### config.mk
export PLATFORM = sky130hd
export DESIGN_NAME = hw_sw_msg_channel
export DESIGN_NICKNAME = d
export VERILOG_FILES = /design/src/rtl/hw_sw_comm_pkg.sv /design/src/rtl/msg_fifo.sv /design/src/rtl/hw_sw_msg_channel.sv
export SDC_FILE = /design/constraint.sdc
export NUM_CORES = 1
export LEC_CHECK = 0
export CORE_UTILIZATION = 25
export CTS_BUF_LIST = sky130_fd_sc_hd__clkbuf_8
export CTS_CLUSTER_DIAMETER = 80
export DETAILED_ROUTE_END_ITERATION = 10
export MAX_ROUTING_LAYER = met4
export RECOVER_POWER = 100
export SYNTH_ARGS = -nofsm -noshare
export SYNTH_HDL_FRONTEND = slang
export SYNTH_HIERARCHICAL = 1
export SYNTH_SLANG_ARGS = --single-unit
### constraint.sdc
create_clock -name clk -period 6.5 [get_ports clk]
set_clock_uncertainty 0.2 [all_clocks]
set_input_delay 0.65 -clock clk [delete_from_list [all_inputs] [get_ports clk]]
set_output_delay 0.65 -clock clk [all_outputs]
set_load 0.01 [all_outputs]
### src/rtl/hw_sw_comm_pkg.sv
// Shared types for the CPU-to-fabric message channel: command/status codes,
// channel FSM states and the state-to-status mapping.
package hw_sw_comm_pkg;

    typedef enum logic [1:0] {
        IDLE  = 2'd0,
        DONE  = 2'd1,
        REQ   = 2'd2,
        ABORT = 2'd3
    } hw_cmd_t;

    typedef enum logic [1:0] {
        S_IDLE = 2'd0,
        S_BUSY = 2'd1,
        S_ACK  = 2'd2,
        S_ERR  = 2'd3
    } sw_stat_t;

    typedef enum logic [2:0] {
        RESET    = 3'd0,
        WAIT     = 3'd1,
        STALL    = 3'd2,
        READ_MSG = 3'd3,
        ACK_MSG  = 3'd4,
        ERR      = 3'd5
    } chan_state_t;

    localparam logic [7:0] ERR_COUNT_MAX = 8'hFF;

    // Status code software sees while the channel sits in a given state.
    function automatic sw_stat_t state_status(input chan_state_t st);
        case (st)
            STALL:    state_status = S_BUSY;
            READ_MSG: state_status = S_ACK;
            ERR:      state_status = S_ERR;
            default:  state_status = S_IDLE;
        endcase
    endfunction

endpackage

### src/rtl/msg_fifo.sv
// Synchronous first-word-fall-through FIFO; push is ignored when full and pop
// when empty, and the head reads as zero while empty.
module msg_fifo
    import hw_sw_comm_pkg::*;
#(
    parameter int DATA_W = 32,
    parameter int DEPTH  = 8
) (
    input  logic                       clk,
    input  logic                       reset,
    input  logic                       push,
    input  logic [DATA_W-1:0]          push_data,
    input  logic                       pop,
    output logic [DATA_W-1:0]          pop_data,
    output logic                       full,
    output logic                       empty,
    output logic [$clog2(DEPTH):0]     count
);

    localparam int PTR_W = $clog2(DEPTH);
    localparam int CNT_W = PTR_W + 1;
    localparam logic [PTR_W-1:0] PTR_ONE = PTR_W'(1);
    localparam logic [CNT_W-1:0] CNT_ONE = CNT_W'(1);

    logic [DATA_W-1:0] mem_r [DEPTH];
    logic [PTR_W-1:0]  wr_ptr_r;
    logic [PTR_W-1:0]  rd_ptr_r;
    logic [CNT_W-1:0]  count_r;
    logic              do_push_s;
    logic              do_pop_s;

    assign full      = (count_r == CNT_W'(DEPTH));
    assign empty     = (count_r == {CNT_W{1'b0}});
    assign count     = count_r;
    assign do_push_s = push & ~full;
    assign do_pop_s  = pop & ~empty;
    assign pop_data  = empty ? {DATA_W{1'b0}} : mem_r[rd_ptr_r];

    // Storage array: written only on an accepted push, contents need no reset.
    always_ff @(posedge clk) begin
        if (do_push_s) begin
            mem_r[wr_ptr_r] <= push_data;
        end
    end

    // Pointers and occupancy; power-of-two depth lets the pointers wrap naturally.
    always_ff @(posedge clk) begin
        if (!reset) begin
            wr_ptr_r <= {PTR_W{1'b0}};
            rd_ptr_r <= {PTR_W{1'b0}};
            count_r  <= {CNT_W{1'b0}};
        end else begin
            if (do_push_s) begin
                wr_ptr_r <= wr_ptr_r + PTR_ONE;
            end else begin
                wr_ptr_r <= wr_ptr_r;
            end
            if (do_pop_s) begin
                rd_ptr_r <= rd_ptr_r + PTR_ONE;
            end else begin
                rd_ptr_r <= rd_ptr_r;
            end
            case ({do_push_s, do_pop_s})
                2'b10:   count_r <= count_r + CNT_ONE;
                2'b01:   count_r <= count_r - CNT_ONE;
                default: count_r <= count_r;
            endcase
        end
    end

endmodule

### src/rtl/hw_sw_msg_channel.sv
// CPU PIO to fabric message channel: synchronises the software command, runs the
// handshake FSM, queues payloads in a FWFT FIFO and counts protocol errors.
module hw_sw_msg_channel
    import hw_sw_comm_pkg::*;
#(
    parameter int DATA_W      = 32,
    parameter int DEPTH       = 8,
    parameter int SYNC_STAGES = 2
) (
    input  logic                       clk,
    input  logic                       reset,
    input  logic [1:0]                 to_hw_sig,
    input  logic [DATA_W-1:0]          to_hw_data,
    output logic [1:0]                 to_sw_sig,
    output logic [DATA_W-1:0]          msg_data,
    output logic                       msg_valid,
    input  logic                       msg_ready,
    output logic [$clog2(DEPTH):0]     fifo_count,
    output logic [7:0]                 err_count
);

    logic [1:0]   sync_r [SYNC_STAGES];
    hw_cmd_t      sig_s;
    chan_state_t  state_r;
    chan_state_t  next_state_s;
    logic [1:0]   to_sw_sig_r;
    logic [7:0]   err_count_r;
    logic         err_inc_s;
    logic         push_s;
    logic         pop_s;
    logic         full_s;
    logic         empty_s;

    assign sig_s     = hw_cmd_t'(sync_r[SYNC_STAGES-1]);
    assign msg_valid = ~empty_s;
    assign pop_s     = msg_valid & msg_ready;
    // One push per REQ phase: only on the edge that enters READ_MSG.
    assign push_s    = (next_state_s == READ_MSG) && (state_r != READ_MSG);
    assign to_sw_sig = to_sw_sig_r;
    assign err_count = err_count_r;

    // Command synchroniser chain from the CPU clock domain.
    always_ff @(posedge clk) begin
        if (!reset) begin
            for (int i = 0; i < SYNC_STAGES; i++) begin
                sync_r[i] <= 2'b00;
            end
        end else begin
            sync_r[0] <= to_hw_sig;
            for (int i = 1; i < SYNC_STAGES; i++) begin
                sync_r[i] <= sync_r[i-1];
            end
        end
    end

    // Handshake next-state decode and protocol-error detection.
    always_comb begin
        next_state_s = state_r;
        err_inc_s    = 1'b0;
        case (state_r)
            RESET: next_state_s = WAIT;
            WAIT: begin
                case (sig_s)
                    REQ:     next_state_s = full_s ? STALL : READ_MSG;
                    DONE: begin
                        next_state_s = ERR;
                        err_inc_s    = 1'b1;
                    end
                    default: next_state_s = WAIT;
                endcase
            end
            STALL: begin
                if ((sig_s == ABORT) || (sig_s == IDLE)) begin
                    next_state_s = WAIT;
                end else if (!full_s) begin
                    next_state_s = READ_MSG;
                end else begin
                    next_state_s = STALL;
                end
            end
            READ_MSG: begin
                case (sig_s)
                    DONE:        next_state_s = ACK_MSG;
                    IDLE, ABORT: next_state_s = WAIT;
                    default:     next_state_s = READ_MSG;
                endcase
            end
            ACK_MSG: begin
                case (sig_s)
                    IDLE, ABORT: next_state_s = WAIT;
                    REQ: begin
                        next_state_s = ERR;
                        err_inc_s    = 1'b1;
                    end
                    default:     next_state_s = ACK_MSG;
                endcase
            end
            ERR: begin
                if (sig_s == IDLE) begin
                    next_state_s = WAIT;
                end else begin
                    next_state_s = ERR;
                end
            end
            default: next_state_s = RESET;
        endcase
    end

    // State, registered status code and saturating error counter.
    always_ff @(posedge clk) begin
        if (!reset) begin
            state_r     <= RESET;
            to_sw_sig_r <= S_IDLE;
            err_count_r <= 8'h00;
        end else begin
            state_r     <= next_state_s;
            to_sw_sig_r <= state_status(next_state_s);
            if (err_inc_s && (err_count_r != ERR_COUNT_MAX)) begin
                err_count_r <= err_count_r + 8'h01;
            end else begin
                err_count_r <= err_count_r;
            end
        end
    end

    msg_fifo #(
        .DATA_W (DATA_W),
        .DEPTH  (DEPTH)
    ) u_fifo (
        .clk       (clk),
        .reset     (reset),
        .push      (push_s),
        .push_data (to_hw_data),
        .pop       (pop_s),
        .pop_data  (msg_data),
        .full      (full_s),
        .empty     (empty_s),
        .count     (fifo_count)
    );

endmodule

Word level (Yosys, flattened, before mapping) --
Memory sizes are Yosys's and may differ from the RTL's. A register that Yosys moved wholly into a read port is not among the register bits. Index checks and enable logic that the tools add are counted.
Word-level totals: bits in registers 23, memory bits (writable) 260, bits of input ports 37, word-level logic and storage cells 65, memories kept 2
Memories:
- u_fifo.mem_r | depth 8, width 32, read ports 1, clocked after Yosys merged registers in 1, write ports 1, RTL line msg_fifo.sv:25 | logic [DATA_W-1:0] mem_r [DEPTH];
- sync_r | depth 2, width 2, read ports 2, clocked after Yosys merged registers in 0, write ports 2, RTL line hw_sw_msg_channel.sv:22 | logic [1:0] sync_r [SYNC_STAGES];
Cells by class: $add $sub $neg 5, equality and inequality tests 16, multiplexer cells 21, bitwise operators 7, reduce and logical (&&, ||, !) cells 8
Operators with widths (count):
- two-way mux 32 bit | 1
- case mux 3 bit (2 select lines) | 3
- case mux 3 bit (6 select lines) | 1
- equality test 3 x 2 -> 1 bit, second input constant | 4
- equality test 3 bit, second input constant | 3
- two-way mux 3 bit | 3
- adder 8 x 1 -> 8 bit, second input constant | 1
- != test 8 bit, second input constant | 1
- case mux 4 bit (2 select lines) | 1
- two-way mux 1 bit | 7
- adder 3 x 1 -> 3 bit, second input constant | 2
- equality test 2 bit, second input constant | 3
- two-way mux 2 bit | 3
- case mux 2 bit (3 select lines) | 1
- adder 4 x 1 -> 4 bit, second input constant | 1
- equality test 2 x 1 -> 1 bit, second input constant | 2
- equality test 4 bit, second input constant | 1
- logical NOT 4 bit | 1
- subtractor 4 x 1 -> 4 bit, second input constant | 1
- bitwise AND 1 bit | 3
- equality test 3 x 1 -> 1 bit, second input constant | 1
- logical NOT 3 bit | 1
- != test 3 x 2 -> 1 bit, second input constant | 1
- logical AND 1 bit | 2
- 7 further kinds | 9

Longest topological paths before layout --
An unclocked memory read counts as a cell.
depth in word-level cells 10, gate-level depth with buffers 16, depth with buffers taken out 14

Cells and area by module --
Netlist, hierarchy kept.
Modules (own cells, without submodules):
- msg_fifo | times used 1, cells an instance 479, area each 10381.2 sq um, seq. area each 7947.6 sq um
- hw_sw_msg_channel | times used 1, cells an instance 96, area each 913.4 sq um, seq. area each 340.3 sq um

Worst setup path before layout --
Ideal clock, no wire load.
path kind flip-flop to flip-flop, from register u_fifo.count_r[0] (netlist: u_fifo/count[0]), to memory u_fifo.mem_r[0][0], enable pin, setup time 0.501 ns, arrival 5.209 ns, data required time 5.799 ns, path slack 0.589 ns, stages on the path, launching flop included 9, path buffers 1, period minus slack after synthesis 5.911 ns, path through dfxtp_1 -> or4b_1 -> buf_2 -> inv_1 -> a31o_2 -> a221o_1 -> a211oi_1 -> nand2_4 -> nor4_1
On the way: cells in the longest elaborated chain, start to end 9
Ends and longest elaborated chain:
- start, declared | RTL line msg_fifo.sv:28 | logic [CNT_W-1:0] count_r;
- start signal, assigned | RTL line msg_fifo.sv:51 | count_r <= {CNT_W{1'b0}};
- start signal, assigned | RTL line msg_fifo.sv:64 | 2'b10: count_r <= count_r + CNT_ONE;
- start signal, assigned | RTL line msg_fifo.sv:65 | 2'b01: count_r <= count_r - CNT_ONE;
- equality test 4 bit (*) | RTL line msg_fifo.sv:32 | assign full = (count_r == CNT_W'(DEPTH));
- via full_s | RTL line hw_sw_msg_channel.sv:31 | logic full_s;
- two-way mux 1 bit (*) | RTL line hw_sw_msg_channel.sv:64, hw_sw_msg_channel.sv:75
- case mux 3 bit (2 select lines) / two-way mux 2 bit (equally long branches) | RTL line hw_sw_msg_channel.sv:63, hw_sw_msg_channel.sv:73
- case mux 3 bit (6 select lines) (*) | RTL line hw_sw_msg_channel.sv:60 | case (state_r)
- equality test 3 x 2 -> 1 bit (*) | RTL line hw_sw_msg_channel.sv:38 | assign push_s = (next_state_s == READ_MSG) && (state_r != READ_MSG);
- logical AND 1 bit (*) | RTL line hw_sw_msg_channel.sv:38
- via push_s | RTL line hw_sw_msg_channel.sv:29 | logic push_s;
- bitwise AND 1 bit (*) | RTL line msg_fifo.sv:35 | assign do_push_s = push & ~full;
- two-way mux 1 bit (*) | RTL line msg_fifo.sv:41 | if (do_push_s) begin
- two-way mux 1 bit (not written as such) (*) | RTL line msg_fifo.sv:42 | mem_r[wr_ptr_r] <= push_data;
- end, declared | RTL line msg_fifo.sv:25
The timed path passes the listed nets; every way through them passes the cells marked *.

==> flow_summary.json <==
{
  "status": "finished, violations left",
  "violations": "capacitance limit, slew limit",
  "end_kind": "output pin",
  "p_comb_frac": 0.025,
  "cts_inserted_buffers": 48,
  "yosys.area.top_type_share": 0.6806,
  "post-dp-hpwl_um": 14130,
  "grt_max_degree": 65,
  "hold_path_class": "flip-flop to flip-flop",
  "cts_root_buf": "clkbuf_8",
  "setup_viol": 0,
  "crit_family": "flip-flops",
  "p_per_area_nw_per_um2": 258.5,
  "cp.required_ns": 5.65,
  "crit_fanout": 46,
  "vias": 5547,
  "layout.nets": 736,
  "cap_violations": 7,
  "cts_max_level": 2,
  "n_fill_cell": 4296,
  "fmax_ghz": 0.1963,
  "hold_violations": 0,
  "finalSetupTns_ns": 0,
  "crit_chain": "buf_4 -> mux4_2 -> mux2i_1 -> nor2_1 -> dlygate4sd3_1",
  "drive_gt1_frac": 0.1917,
  "seq_area_frac_synth": 0.7338,
  "period_share": 0.7837,
  "dp_cells": 1231,
  "firstDrtPassIters": 4,
  "pwr-share-clk": 0.403,
  "clock-sinks": 286,
  "die_area_um2": 46030,
  "cts_tree": "yes",
  "critical-path-max-stage-delay_ns": 1.48,
  "switching_share": 0.2169,
  "crit_slowest_cell": "dfxtp_2",
  "highest_layer": "met4",
  "synth_top_cell_by_area": "edfxtp_1",
  "viasPerCell": 4.202,
  "syn_nets": 622,
  "power.total_uw": 3522,
  "r2r-start": "u_fifo/count[0]",
  "p_seq_frac": 0.572,
  "m1WireLength_um": 10610,
  "dieWidth_um": 214.6,
  "synth.yosys.warnings": 6,
  "grt_overflow": 0,
  "ctsLongestPathBuffers": 3,
  "post-route-min-period_ns": 5.094,
  "p_int_uw": 2758,
  "power.leakage_uw": 0.004335,
  "pin_count": 84,
  "avgSynthCellArea_um2": 19.64,
  "grt_pass1_vias": 5867,
  "netlist_area_um2": 11290,
  "placementRows": 77,
  "synth_edf_count": 256,
  "start_kind": "flip-flop",
  "initial_utilization": 0.2543,
  "worstHoldStart": "sync_r[0][0]",
  "synth.area.top_cells": "edfxtp_1 (68%), mux4_2 (13%), dfxtp_1 (5.3%), mux2i_1 (3.2%), nor2_1 (1.4%)",
  "clk_latency_ns": 0.58,
  "p_switching_uw": 763.9,
  "drc": 0,
  "tightest_slew_ns": 1.958,
  "slew_headroom": -0.3069,
  "wirelength_um": 23460,
  "async_flop_share": 0,
  "chipHeight_um": 214.6,
  "cts-resized-gates": 0,
  "met2WireLength_um": 11170,
  "wl_met3_um": 1187,
  "ir_worst_vdd_uv": 131.6,
  "grt_pass1_wl_um": 35830,
  "port-buffer-count": 83,
  "wl_per_cell_um": 17.77,
  "antenna_found_initial": 4,
  "coreArea_um2": 44410,
  "cp.arrival_ns": 4.24,
  "yosys-top-cells-count": "edfxtp_1 (256), mux4_2 (64), nor2_1 (41)",
  "synth.most_common_cell": "edfxtp_1",
  "critical_path_buf_inv_count": 2,
  "synth_cell_types": 52,
  "preCtsSetupSlack_ns": 2.316,
  "postSynthCellCount": 575,
  "drtIter0Drc": 362,
  "final_cells": 1320,
  "ys_ff_latch": 286,
  "gp_congestion": 0.7149,
  "drtAntennaViolNets": 0,
  "ys.flop_type": "edfxtp_1",
  "area_growth_pct": 20.64,
  "clkSlewWorstSetupHoldPaths_ns": 0.06,
  "setup_ws_ns": 1.406,
  "critical_path_class": "flip-flop to output pin",
  "drv_slew": 190,
  "rsz0062_at_grt": "no",
  "grt_usage": 0.1053,
  "hold_buffers": 0,
  "postCtsSetupBuffers": 0
}
## cell families after synthesis
| group | synth area share |
|---|---|
| AOI/OAI and AO/OA | 0.01828 |
| buffers and inverters | 0.01573 |
| xor gates and xnor gates | 0.006979 |
| and+or+nand+nor | 0.05063 |
| muxes | 0.1635 |
| DFF | 0.7338 |
| adders and majority gates | 0.01108 |
## worst paths after layout
| check | to | slack [ns] | cells past startpoint |
|---|---|---|---|
| worst max-delay path | msg_data[28] | 1.41 | 5 |
| worst min-delay path | sync_r[0][2] | 0.23 | 1 |
| worst max register to register | u_fifo/mem_r[6][10] | 1.89 | 7 |
| worst min register to register | sync_r[0][2] | 0.23 | 1 |
## layout by cell type, fill, tap and decap left out, types with 5 or more instances in the layout
cell and n:
a21oi_1 7, and2_0 5, and2_1 5, buf_4 5, clkbuf_8 49, clkdlybuf4s50_1 6
clkinv_1 12, dfxtp_1 27, dlygate4sd3_1 77, edfxtp_1 256, ha_1 10, inv_1 23
mux2i_1 36, mux4_2 64, nand2_1 12, nand3_1 6, nor2_1 38, nor2b_1 5
nor3_1 5, xor2_1 5
## per-layer routing
layer,up-vias,GRT usage
li1,2546,-
met1,2821,0.1320
met2,139,0.1656
met3,41,0.02582
met4,0,0.03714
met5,-,-
## power by group through the flow
stage | sequential (uW) | clock (uW) | combinational [uW]
5_1_grt | 2010 | 1560 | 99.6
6_report | 2010 | 1420 | 89.6
4_1_cts | 2010 | 1480 | 101
2_1_floorplan | 2050 | 0 | 35.4
3_5_place_dp | 2050 | 0 | 101
3_3_place_gp | 2050 | 0 | 98.2
## registers in the layout (all words and copies together), names as in the netlist, named ones only
| name | count |
|---|---|
| sync_r | 4 |
| u_fifo/rd_ptr_r | 3 |
| u_fifo/wr_ptr_r | 3 |
| u_fifo/mem_r | 256 |
| err_count | 8 |
| u_fifo/count | 4 |
| to_sw_sig | 2 |
| state_r | 3 |
## cell type report
type	instances	area (um2)	share of cell area
Sequential cell	286	8294	0.6087
Multi-Input combinational cell	254	2781	0.2041
Tap cell	592	740.7	0.05436
Antenna cell	3	7.507	0.0005510
Inverter	6	22.52	0.001653
Timing Repair Buffer	93	919.6	0.06749
Clock inverter	37	185.2	0.01359
Clock buffer	49	674.4	0.04949
## through the flow
stage | utilization | hold slack (ns) | instance area [um2]
final | 0.3068 | 0.2347 | 13630
after global routing | 0.3068 | 0.2622 | 13630
after CTS | 0.3091 | 0.2404 | 13730
after detailed placement | 0.2897 | 0.2263 | 12870
after global placement | 0.2897 | 0.2207 | 12870
after floorplan | - | 0.2118 | 11290
Note: power is estimated with default switching activity, not from simulation.
==> patch 1 (config.mk and constraints unchanged) <==
`DEPTH` is set to 8 in 2 places; all go to 32.
--- a/src/rtl/msg_fifo.sv
+++ b/src/rtl/msg_fifo.sv
@@ -5,5 +5,5 @@
 #(
     parameter int DATA_W = 32,
-    parameter int DEPTH  = 8
+    parameter int DEPTH  = 32
 ) (
     input  logic                       clk,
--- a/src/rtl/hw_sw_msg_channel.sv
+++ b/src/rtl/hw_sw_msg_channel.sv
@@ -5,5 +5,5 @@
 #(
     parameter int DATA_W      = 32,
-    parameter int DEPTH       = 8,
+    parameter int DEPTH       = 32,
     parameter int SYNC_STAGES = 2
 ) (
Interface: changed (resized fifo_count); port bits go from 84 to 86. The function was not compared with the original's and may differ.
==> patch 1 against the unedited design <==
  * The run still ends with max-capacitance violations, max-slew violations left
  * Routed wire length grew to 4.4 times the old value
  * Combinational power up 110%
  * Sequential power grew to 3.7 times the old value
  * Area after synthesis grew to 3.6 times the old value
  * Sequential cell count is 776 higher
  * Design area grew to 3.5 times the old value
  * Worst setup slack worse by 640 ps
  * Global-route usage is 2.3 points higher
  * Total power grew to 3.7 times the old value
  * Critical path type is now flip-flop to flip-flop
  * Largest cell class unchanged
==> patch 1: results (changes against the unedited design) <==
run status: complete, but fails checks (unchanged)
violated checks: max-capacitance violations, max-slew violations (unchanged)
max-cap violation count: 48 (was 7)
share of the yosys chip area belonging to registers: 76.9% (was 73.4%)
maximum number of pins on one net before global-route repair: 113 (was 65)
first-pass GRT wire length: 148 mm (was 35.8 mm)
NumNets Final: 2,143 (was 736)
vias in the first global route: 20.5k (was 5,867)
non-filler cells in the finished layout: 4,394 (was 1,320)
synthesized netlist cell count: 1,870 (was 575)
maximum fanout count along the critical path: 17 (was 46)
Final HPWL DP: 60.3 mm (was 14.1 mm)
Max Transition Viols Final: 1,352 (was 190)
Max stage delay cell, worst path: nor2_1 (was dfxtp_2)
met2 layer usage reported by global route: 19.4% (was 16.6%)
number of enable flip-flop cells after synthesis: 1,024 (was 256)
transition time of the tightest slew-check pin: 2580 ps (was 1960 ps)
Placement Setup Slack: 1890 ps (was 2320 ps)
start of the worst register-to-register path: u_fifo/count[2] (was u_fifo/count[0])
first-pass iteration count of the detailed router: 5 (was 4)
global-route total usage across every layer: 12.8% (was 10.5%)
share of final-layout standard cells stronger than drive strength 1: 24.4% (was 19.2%)
worst hold path class: input port to flip-flop (was flip-flop to flip-flop)
origin of the worst min-delay path: to_hw_sig[1] (was sync_r[0][0])
Final Wtd Congestion: 0.775 (was 0.715)
initial antenna violation count: 17 (was 4)
min setup slack post-route: 761 ps (was 1410 ps)
placement-stage cell area: 44,900 um2 (was 12,900 um2)
DRC violation total after the first TritonRoute iteration: 1,936 (was 362)
grt met1 use: 16.9% (was 13.2%)
number of buffers created by CTS: 164 (was 48)
Crit path arrival time: 6020 ps (was 4240 ps)
patch 1: changes by cell type in the layout (fill, tap and decap cells not counted), sizes merged, moves of 31 or more:
cell / unedited run / this run
clkinv: 17 / 62
clkbuf: 52 / 222
inv: 25 / 66
mux2i: 36 / 76
a21oi: 7 / 41
mux4: 64 / 256
nor2: 41 / 72
a221oi: 0 / 32
edfxtp: 256 / 1024
patch 1: cells by family (layout without fill, tap and decap cells):
kind of cell    Yosys count  after routing  share of synthesized area (%)
fa+ha+maj                13             13                          0.397
buf+inv                 122            468                           1.53
mux                     332            332                           15.9
xor+xnor                 12             12                          0.257
simple gates            164            164                           2.03
flops                  1062           1062                           76.9
compound gates          165            165                           2.92
other cells               0              3                              0
patch 1: where the power goes:
group	leakage (nW)	internal, W	total, W	switching (W)
clock	1.71	0.00260	0.00528	0.00268
sequential	9.51	0.00751	0.00751	0.00000430
combinational	2.88	0.0000393	0.000191	0.000151
total	14.1	0.0101	0.0130	0.00284
patch 1: per-layer routing:
| layer | up-vias | wire length [um] |
|---|---|---|
| met2 | 766 | 48600 |
| li1 | 8369 | - |
| met1 | 10700 | 44700 |
| met4 | 0 | 1990 |
| met5 | - | 0 |
| met3 | 162 | 7720 |
patch 1: area by class of cell:
cell class | instances | area [um2]
fillers | 15800 | 115000
multi-input cells | 686 | 8910
well taps | 2175 | 2720
clock inverters | 121 | 721
repair buffers | 164 | 1320
diodes | 3 | 7.51
clock buffers | 168 | 2310
flip-flops and latches | 1062 | 31500
inverters | 15 | 56.3
patch 1: path summary, 6_finish.rpt:
check                          to  depth (start not counted)
min reg2reg          sync_r[0][3]                          1
max reg2reg  u_fifo/mem_r[21][12]                         11
min                  sync_r[0][1]                          2
max          u_fifo/mem_r[21][12]                         11
==> patch 2 (same flow settings) <==
Made on the original files. Reset style: asynchronous (`reset`), changed in 3 clocked blocks. Comments in the files are not updated.
--- a/src/rtl/msg_fifo.sv
+++ b/src/rtl/msg_fifo.sv
@@ -45,5 +45,5 @@
 
     // Pointers and occupancy; power-of-two depth lets the pointers wrap naturally.
-    always_ff @(posedge clk) begin
+    always_ff @(posedge clk or negedge reset) begin
         if (!reset) begin
             wr_ptr_r <= {PTR_W{1'b0}};
--- a/src/rtl/hw_sw_msg_channel.sv
+++ b/src/rtl/hw_sw_msg_channel.sv
@@ -41,5 +41,5 @@
 
     // Command synchroniser chain from the CPU clock domain.
-    always_ff @(posedge clk) begin
+    always_ff @(posedge clk or negedge reset) begin
         if (!reset) begin
             for (int i = 0; i < SYNC_STAGES; i++) begin
@@ -108,5 +108,5 @@
 
     // State, registered status code and saturating error counter.
-    always_ff @(posedge clk) begin
+    always_ff @(posedge clk or negedge reset) begin
         if (!reset) begin
             state_r     <= RESET;
Formal check against the unedited RTL: differs if reset is asserted again (counterexample within 4 cycles, from zero or initial values and one cycle with reset low); with reset held inactive, the same outputs for 10 cycles.
==> patch 2 against the unedited design <==
  * The flow still finishes with violations (max-capacitance violations, max-slew violations)
  * Design area is 1.2% lower
  * Area after synthesis down 0.42%
  * Sequential cell count down 3
  * Routed wire length hardly changed
  * Worst setup slack lost 130 ps
  * First-iteration DRC count fell by 7.7%
  * Die area down 0.41%
  * Hold slack got worse by 79 ps
  * Via count is 2.1% lower
Power is not compared: it rests on default switching activity, and its combinational part moved more than twofold at a synthesized area within 25%.
==> patch 2: results (changes against the unedited design) <==
run status: complete, but fails checks (unchanged)
violated checks: max-capacitance violations, max-slew violations (unchanged)
PnR Total Power: 0.00527 W
Post-Route M1 WL: 10.4 mm (was 10.6 mm)
largest stage delay on the critical path: 1450 ps (was 1480 ps)
Skew-Pair Late Insertion Delay: 560 ps (was 580 ps)
grt met1 use: 13.6% (was 13.2%)
via count: 5,429 (was 5,547)
met2 layer usage reported by global route: 17.3% (was 16.6%)
DRC violation total after the first TritonRoute iteration: 334 (was 362)
met3 track demand over resource in global routing: 2.48% (was 2.58%)
maximum fanout count along the critical path: 18 (was 46)
number of buffers created by CTS: 43 (was 48)
Total Routed Length: 23.5 mm (about the same)
R2R cell count: 10 (was 7)
placed cell count: 1,210 (was 1,231)
maximum number of pins on one net before global-route repair: 67 (was 65)
vias in the first global route: 5,871 (was 5,867)
max-cap violation count: 7 (unchanged)
Crit path arrival time: 5230 ps (was 4240 ps)
fillcell total: 4,380 (was 4,296)
XOR/XNOR share of the synthesized area: 1.01% (was 0.698%)
routed length per instance: 18.2 um (was 17.8 um)
Final HPWL DP: 13.8 mm (was 14.1 mm)
global-route total usage across every layer: 10.8% (was 10.5%)
share of the yosys chip area belonging to registers: 74.4% (was 73.4%)
Max Transition Viols Final: 162 (was 190)
top area cells in the synthesized netlist: edfxtp_1 (68%), mux4_2 (13%), dfrtp_1 (6.0%), mux2i_1 (2.9%), nor2_1 (1.4%) (was edfxtp_1 (68%), mux4_2 (13%), dfxtp_1 (5.3%), mux2i_1 (3.2%), nor2_1 (1.4%))
Async SR Flop Fraction: 9.54% (was 0%)
initial antenna violation count: 5 (was 4)
[patch 2: changes by cell type after synthesis, moves of 3 or more]
cell,before,now
xor2_1,5,9
buf_2,4,12
a211oi_1,3,0
dfxtp_1,30,0
mux2i_1,36,33
or3_1,3,0
buf_6,2,6
clkbuf_1,8,4
dfrtp_1,0,27
nor2b_1,5,1
and2_1,10,1
buf_4,7,0
buf_1,8,0
[patch 2: worst min-delay path by stage]
stage                    from  endpoint  cells after the start
detailed placement  sync_r[3]  sig_s[1]                      0
global route        sync_r[3]  sig_s[1]                      0
finish              sync_r[2]  sig_s[0]                      0
floorplan           sync_r[2]  sig_s[0]                      0
CTS                 sync_r[3]  sig_s[1]                      0
global placement    sync_r[3]  sig_s[1]                      0
[patch 2: area by class of cell]
cell class	count	area [um2]	area share (%)
diodes	2	5.00	0.0372
clock buffers	45	619	4.60
clock inverters	31	151	1.12
inverters	8	30.0	0.223
multi-input cells	230	2640	19.6
flip-flops and latches	283	8370	62.2
well taps	592	741	5.50
repair buffers	97	910	6.76
